--- src/rtl/red_seq_ctrl.sv ---
// red_seq_ctrl: multi-cycle sequencer for the RED reduction.
// Two 16-bit operands are latched on an accepted start and split into four
// signed 4-bit nibbles each. One nibble pair per cycle is folded into a
// 7-bit signed accumulator. The sign-extended 16-bit sum is published on S
// together with a one-cycle done pulse. The 7-bit accumulator covers the full
// range -64..+56, so no saturation is needed.
module red_seq_ctrl (
    input  logic        clk,
    input  logic        rst_n,
    input  logic        start,
    input  logic        flush,
    input  logic        stall,
    input  logic [15:0] A,
    input  logic [15:0] B,
    output logic        busy,
    output logic        done,
    output logic [15:0] S
);

    typedef enum logic [1:0] {
        IDLE = 2'd0,
        ACC  = 2'd1,
        DONE = 2'd2
    } state_t;

    state_t             state_q, state_d;
    logic [1:0]         idx_q, idx_d;
    logic signed [6:0]  acc_q, acc_d;
    logic [15:0]        op_a_q, op_a_d;
    logic [15:0]        op_b_q, op_b_d;
    logic signed [15:0] s_q, s_d;
    logic signed [6:0]  step_sum;

    // Pick nibble idx out of a 16-bit word; idx 0 is the least significant.
    function automatic logic [3:0] nib(input logic [15:0] w, input logic [1:0] i);
        logic [3:0] r;
        case (i)
            2'd0:    r = w[3:0];
            2'd1:    r = w[7:4];
            2'd2:    r = w[11:8];
            default: r = w[15:12];
        endcase
        return r;
    endfunction

    // Sign-extend a 4-bit two's complement nibble to the accumulator width.
    function automatic logic signed [6:0] sx7(input logic [3:0] n);
        return {{3{n[3]}}, n};
    endfunction

    // Sign-extend the final accumulator value to the 16-bit result.
    function automatic logic signed [15:0] sx16(input logic signed [6:0] v);
        return {{9{v[6]}}, v};
    endfunction

    // Accumulator plus the current nibble pair of the latched operands.
    always_comb begin
        step_sum = acc_q + sx7(nib(op_a_q, idx_q)) + sx7(nib(op_b_q, idx_q));
    end

    // Next-state logic: accept, accumulate, publish; flush beats stall beats start.
    always_comb begin
        state_d = state_q;
        idx_d   = idx_q;
        acc_d   = acc_q;
        op_a_d  = op_a_q;
        op_b_d  = op_b_q;
        s_d     = s_q;
        case (state_q)
            IDLE: begin
                if (start && !flush) begin
                    state_d = ACC;
                    op_a_d  = A;
                    op_b_d  = B;
                    acc_d   = 7'sd0;
                    idx_d   = 2'd0;
                end
            end
            ACC: begin
                if (flush) begin
                    state_d = IDLE;
                end else if (!stall) begin
                    acc_d = step_sum;
                    idx_d = idx_q + 2'd1;
                    if (idx_q == 2'd3) begin
                        s_d     = sx16(step_sum);
                        state_d = DONE;
                    end
                end
            end
            DONE: begin
                // stall is deliberately ignored here: the result is already out.
                if (flush) begin
                    state_d = IDLE;
                end else if (start) begin
                    state_d = ACC;
                    op_a_d  = A;
                    op_b_d  = B;
                    acc_d   = 7'sd0;
                    idx_d   = 2'd0;
                end else begin
                    state_d = IDLE;
                end
            end
            default: begin
                state_d = IDLE;
            end
        endcase
    end

    // Control and result registers with synchronous active-low reset.
    always_ff @(posedge clk) begin
        if (!rst_n) begin
            state_q <= IDLE;
            idx_q   <= 2'd0;
            acc_q   <= 7'sd0;
            s_q     <= 16'sd0;
        end else begin
            state_q <= state_d;
            idx_q   <= idx_d;
            acc_q   <= acc_d;
            s_q     <= s_d;
        end
    end

    // Operand registers are pure data and only matter after an accept.
    always_ff @(posedge clk) begin
        op_a_q <= op_a_d;
        op_b_q <= op_b_d;
    end

    assign busy = (state_q == ACC) || (state_q == DONE);
    assign done = (state_q == DONE);
    assign S    = s_q;

endmodule

--- config.mk ---
export PLATFORM = sky130hd
export DESIGN_NAME = red_seq_ctrl
export DESIGN_NICKNAME = d
export VERILOG_FILES = /design/src/rtl/red_seq_ctrl.sv
export SDC_FILE = /design/constraint.sdc
export NUM_CORES = 1
export LEC_CHECK = 0
export CAP_MARGIN = 5
export CORE_MARGIN = 3
export CORE_UTILIZATION = 35
export DETAILED_ROUTE_END_ITERATION = 10
export SLEW_MARGIN = 20
export SYNTH_ARGS = -nofsm -noshare
export SYNTH_HDL_FRONTEND = slang
export SYNTH_SLANG_ARGS = --single-unit
--- constraint.sdc ---
create_clock -name clk -period 3.1 [get_ports clk]
set_clock_uncertainty 0.2 [all_clocks]
set_input_delay 0.62 -clock clk [delete_from_list [all_inputs] [get_ports clk]]
set_output_delay 0.62 -clock clk [all_outputs]
set_load 0.05 [all_outputs]
* Word-level counts from Yosys, hierarchy flattened
Index checks and enable logic that the tools add are counted.
** Operators by class
- Eq/ne operators :: 12
- Reduce and logical (&&, ||, !) cells :: 11
- Muxes and demuxes :: 29
- Bitwise operators :: 2
- Add/sub/neg operators :: 3
** Operators with widths (number)
- 16-bit 2-to-1 mux :: 6
- 16-bit one-hot mux with 2 select lines :: 2
- 7-bit 2-to-1 mux :: 5
- 4-bit one-hot mux with 3 select lines :: 2
- 7-bit one-hot mux with 3 select lines :: 1
- 2-bit 2-to-1 mux :: 9
- 7-bit by 4-bit adder with 7-bit output :: 2
- 2-bit one-hot mux with 3 select lines :: 2
- 2-bit != test (second input constant) :: 5
- 4-bit AND reduction :: 2
- 2-bit == test (second input constant) :: 3
- 3-bit != test (second input constant) :: 2
- 6-bit AND reduction :: 1
- 2-bit by 1-bit == test with 1-bit output (second input constant) :: 2
- 2-bit logical NOT :: 2
- 3-bit AND reduction :: 1
- 3-bit nonzero test :: 1
- 2-bit by 1-bit adder with 2-bit output (second input constant) :: 1
- 1-bit 2-to-1 mux :: 2
- 1-bit inverter :: 2
- 2-bit nonzero test :: 1
- 1-bit logical AND :: 1
- 1-bit logical NOT :: 1
- 1-bit logical OR :: 1
** Word-level totals
- Flip-flop bits (word level) :: 50
- Bits of input ports :: 37
- Logic and storage cells :: 63

* Logic depth before layout (Yosys ltp)
- Depth after elaboration :: 7
- Mapped depth :: 14

* Worst setup path before layout
OpenSTA, ideal clock, no wires.
- Kind :: reg-to-reg
- Start :: register idx_q[0]
- End :: register s_q[6] (netlist: S[6])
- Cell stages (with the launch flop) :: 15
- Path buffers :: 1
- Slack :: -0.152 ns
- Arrival time :: 2.987 ns
- Library setup time :: 0.065 ns
- Path through :: dfxtp_1 inv_1 ha_1 buf_6 a222oi_1 a21oi_1 inv_1 fa_1 inv_1 ha_1 a211oi_1 o21ai_0 nand2_1 or3b_1 nand4_1
** On the way
- Word-level cells in the longest chain between the ends :: 4
- Elaborated cells on any way between the ends :: 9
- Those cells by class :: add/sub: 2; eq/ne: 3; mux: 2; reduce/logical: 2
** Ends and longest elaborated chain
- start: declaration :: line 27 : logic [1:0] idx_q, idx_d;
- start signal: assignment :: line 120 : idx_q <= idx_d;
- 2-bit == test (tied with other cells) :: line 37 : case (i)
- 4-bit one-hot mux with 3 select lines :: line 37
- 7-bit by 4-bit adder with 7-bit output (2 in a row) :: line 58 : step_sum = acc_q + sx7(nib(op_a_q, idx_q)) + sx7(nib(op_b_q, idx_q));
- end signal: assignment :: line 117 : s_q <= 16'sd0;
- end signal: assignment :: line 122 : s_q <= s_d;
- end: declaration :: line 31 : logic signed [15:0] s_q, s_d;
Parallel ways exist; a longest one is shown, timed or not.
A chain may end at the register's enable or synchronous reset.

* Worst setup path after layout
- Start :: register idx_q[1]
- End :: register acc_q[5]
** On the way
- Word-level cells in the longest chain between the ends :: 7
- Elaborated cells on any way between the ends :: 10
- Those cells by class :: add/sub: 2; eq/ne: 2; mux: 5; reduce/logical: 1
** Ends and longest elaborated chain
- 2-bit == test (tied with other cells) :: line 37
- 4-bit one-hot mux with 3 select lines :: line 37
- 7-bit by 4-bit adder with 7-bit output :: line 58
- 7-bit by 4-bit adder with 7-bit output (*) :: line 58
- 7-bit 2-to-1 mux (*) :: line 82 : end else if (!stall) begin
- 7-bit 2-to-1 mux (*) :: line 80 : if (flush) begin
- 7-bit one-hot mux with 3 select lines (*) :: line 69 : case (state_q)
- end signal: assignment :: line 116 : acc_q <= 7'sd0;
- end signal: assignment :: line 121 : acc_q <= acc_d;
- end: declaration :: line 28 : logic signed [6:0] acc_q, acc_d;
Every way passes the cells marked *; elsewhere a longest branch is shown, timed or not. The select of a mux whose other input is x is not followed.

==> run metrics <==
status=finished with violations; violated checks=setup timing; Worst Path Required=between 3000 and 4000 ps; Pwr per Cell Area=400 nW/um^2; share of the core filled with cells in the final layout=51.1%; average vias per placed instance=between 4 and 5; max-cap violations=0; most numerous cell types in the synthesized netlist=32 x sky130_fd_sc_hd__edfxtp_1, 18 x sky130_fd_sc_hd__dfxtp_1, 18 x sky130_fd_sc_hd__nand2_1; layout cell share with drive strength beyond 1=a little under a quarter; first-pass GRT wire length=between 8000 and 9000 microns; CP startpoint=idx_q[1]$_SDFFE_PN0P_; Synth async-reset ratio=0%; reg-to-reg slack, setup=-120 ps; overall power of the completed layout=around 0.0014 W; starting DRC count in detailed routing=83; DRC viols=0; number of antenna violations at the first check in global routing=0; vias after detailed routing=1,806; slowest stage cell on the critical path=sky130_fd_sc_hd__fa_1; Detailed Routing Iterations Pass 1=4; static leakage=roughly 1.3 nW; final worst-path setup slack=-115 ps; worst stage delay on the critical path=approximately 500 ps; launching element type of the critical path=register; upper clock frequency limit=311 MHz; worst hold path class=register to register; startpoint of the lowest-slack hold path=S[5]$_SDFFE_PN0P_; Layout Nets=between 300 and 400; Synth Warn #=0; clock root buffer master=sky130_fd_sc_hd__clkbuf_8; gate count of the mapped netlist=about 220; sequential share of the synthesized area=a little over half; buffer levels on the longest clock path=2; syn avg cell area=11.6 sq um; type of the worst setup path=register to register; crit path max fanout=6; critical path data arrival time=between 3000 and 4000 ps; Initial Util=between 30% and 40%; routed len/inst=approximately 13 microns; standard-cell rows=30; launch point of the worst reg-to-reg path=idx_q[1]$_SDFFE_PN0P_; antenna viol nets, final=0; final max-slew violation count=0; CTS Sinks=50; crit end category=register; wire length after detailed routing=just under 5000 microns; height of the chip=~91 microns; clock-pin slew reported for the worst setup and hold paths after clock tree synthesis=roughly 90 ps; Worst VDD drop=239 uV; final critical-path required period=3220 ps; buffers added on ports=54; final hold viol count=0; total of flip-flops plus latches after synthesis=50; unrepaired setup endpoints after global routing=yes; Yosys top cell by area=sky130_fd_sc_hd__edfxtp_1; DIE WIDTH=between 90 and 100 microns; area growth from synthesis to layout=39.9%; number of H-tree levels=2; cell-by-cell listing of the critical path=buf_6 -> ha_4 -> buf_6 -> a222oi_1 -> a21oi_2 -> fa_1 -> ha_2 -> fa_2 -> a21o_1 -> a21oi_2 -> xnor2_1 -> a22oi_1 -> nor2b_1; worst setup path endpoint=acc_q[5]$_SDFFE_PN0P_; post-synth design cell area=roughly 2500 sq um; Slew headroom=~66%; Post-synth EDFFs=32; latest clock arrival within the worst-skew pair=290 ps; total gr overflow=0; number of diodes added for antenna fixing=0; IO Count=55; Worst R2R Path Depth=13; dominant synthesized flop cell=sky130_fd_sc_hd__edfxtp_1; half-perimeter wire length after placement=3730 microns; setup violation total in the final timing report=5; Post-CTS Hold Fix Bufs=0; overall track demand over capacity in global routing=12.5%; total nets after synthesis=approximately 270; final cycle utilization of the critical path=104%; transition time at the pin with the least slew margin=slightly above 500 ps; number of global-route vias before repair=roughly 1,800; cell types occupying the most area after synthesis=sky130_fd_sc_hd__edfxtp_1 38%, sky130_fd_sc_hd__dfxtp_1 14%, sky130_fd_sc_hd__ha_1 6.5%; top-area cell type share of the netlist area=roughly two fifths; number of distinct standard cells referenced by the synthesized netlist=43; overall die area=8220 sq um; standard cell core area=6870 sq um; number of CTS-inserted buffers=5; CTS tree=yes; largest net degree at the start of global routing=34; RePlAce Congestion=slightly above 0.8; endpoint of the most critical register-to-register path=acc_q[5]$_SDFFE_PN0P_; most used standard cell by instance count after synthesis=sky130_fd_sc_hd__edfxtp_1
flip-flops by register name (all words and copies together), names as in the netlist:
register	count
acc_q	7
state_q	2
idx_q	2
op_b_q	16
S	7
op_a_q	16
worst min-delay path by stage:
stage,cells past startpoint,endpoint
floorplan,2,acc_q[6]$_SDFFE_PN0P_
global placement,2,S[0]$_SDFFE_PN0P_
detailed placement,2,S[0]$_SDFFE_PN0P_
CTS,2,S[0]$_SDFFE_PN0P_
global route,2,S[5]$_SDFFE_PN0P_
finish,2,S[5]$_SDFFE_PN0P_
through the flow:
stage / worst slack [ps] / cells / instance area (sq um) / hold slack [ps] / setup TNS (ps)
detailed placement: -194 / 374 / 3260 / 247 / -759
global route: -306 / 388 / 3510 / 286 / -1670
global placement: -140 / 374 / 3260 / 243 / -431
CTS: -106 / 387 / 3460 / 259 / -170
floorplan: -20.3 / 216 / 2520 / 272 / -20.3
finish: -115 / 388 / 3510 / 255 / -306
layout make-up:
class	instances	area (sq um)
clock buffers	6	72.6
clock inverters	2	33.8
fillers	637	3360
inverters	16	62.6
multi-input cells	133	1110
flip-flops and latches	50	1330
well taps	96	120
repair buffers	85	781
placed cells by master (no fill, tap or decap), types with 2 or more instances in the layout:
master and instances:
sky130_fd_sc_hd__a21oi_1 6, sky130_fd_sc_hd__inv_1 11, sky130_fd_sc_hd__clkbuf_8 5, sky130_fd_sc_hd__nor2b_1 9
sky130_fd_sc_hd__clkdlybuf4s50_1 54, sky130_fd_sc_hd__ha_4 3, sky130_fd_sc_hd__nand2_1 17, sky130_fd_sc_hd__xnor2_1 4
sky130_fd_sc_hd__nand3b_1 2, sky130_fd_sc_hd__nor3b_2 2, sky130_fd_sc_hd__inv_2 4, sky130_fd_sc_hd__o21ai_2 2
sky130_fd_sc_hd__ha_2 2, sky130_fd_sc_hd__nand3_1 3, sky130_fd_sc_hd__a21boi_1 5, sky130_fd_sc_hd__a222oi_1 8
sky130_fd_sc_hd__a21o_1 3, sky130_fd_sc_hd__a21oi_2 4, sky130_fd_sc_hd__buf_4 29, sky130_fd_sc_hd__fa_2 2
sky130_fd_sc_hd__o21ai_1 4, sky130_fd_sc_hd__ha_1 8, sky130_fd_sc_hd__dfxtp_1 16, sky130_fd_sc_hd__nand2b_1 2
sky130_fd_sc_hd__edfxtp_1 32, sky130_fd_sc_hd__a22oi_1 7, sky130_fd_sc_hd__fa_1 5, sky130_fd_sc_hd__nor2_1 12
sky130_fd_sc_hd__buf_6 2, sky130_fd_sc_hd__nor3b_1 2
what timing repair did:
action | in CTS | in global routing
cloned | 0 | 0
setup buffers | 5 | 1
gates resized for setup | 15 | 12
endpoints found under the setup margin | 6 | 9
hold endpoints to repair | 0 | 0
pin swaps | 14 | 12
layer usage:
layer	wire, microns	part of all wire, %	up-vias	GRT usage [%]
met5	0	0	-	0
met4	54	1.1	0	4.21
met3	220	4.5	4	2.25
met2	2330	47	48	20.4
met1	2320	47	847	16.7
li1	-	-	907	-
report_power, final:
group | switching (W) | leakage [nW] | internal, W
Combinational | 0.0000961 | 0.795 | 0.000121
Sequential | 0.00000768 | 0.445 | 0.000731
Clock | 0.000207 | 0.0528 | 0.000238
Total | 0.000311 | 1.29 | 0.00109
worst max-delay path: cells and delay by family (launching register included):
family	cells	cell delay [ps]
adder cells (fa/ha/maj)	4	1240
AO/OA/AOI/OAI	5	860
AND/OR/NAND/NOR	1	130
buffers and inverters	2	240
flip-flops	1	340
XOR/XNOR	1	150
kinds of logic after synthesis:
| logic type | Yosys count | share of synthesized area, % |
|---|---|---|
| buf+inv | 33 | 6.89 |
| compound gates | 46 | 13.2 |
| fa+ha+maj | 20 | 12.1 |
| mux | 1 | 0.399 |
| xor+xnor | 6 | 2.10 |
| simple gates | 60 | 12.6 |
| flops | 50 | 52.7 |
No activity file was read; power rests on OpenSTA's default activity.
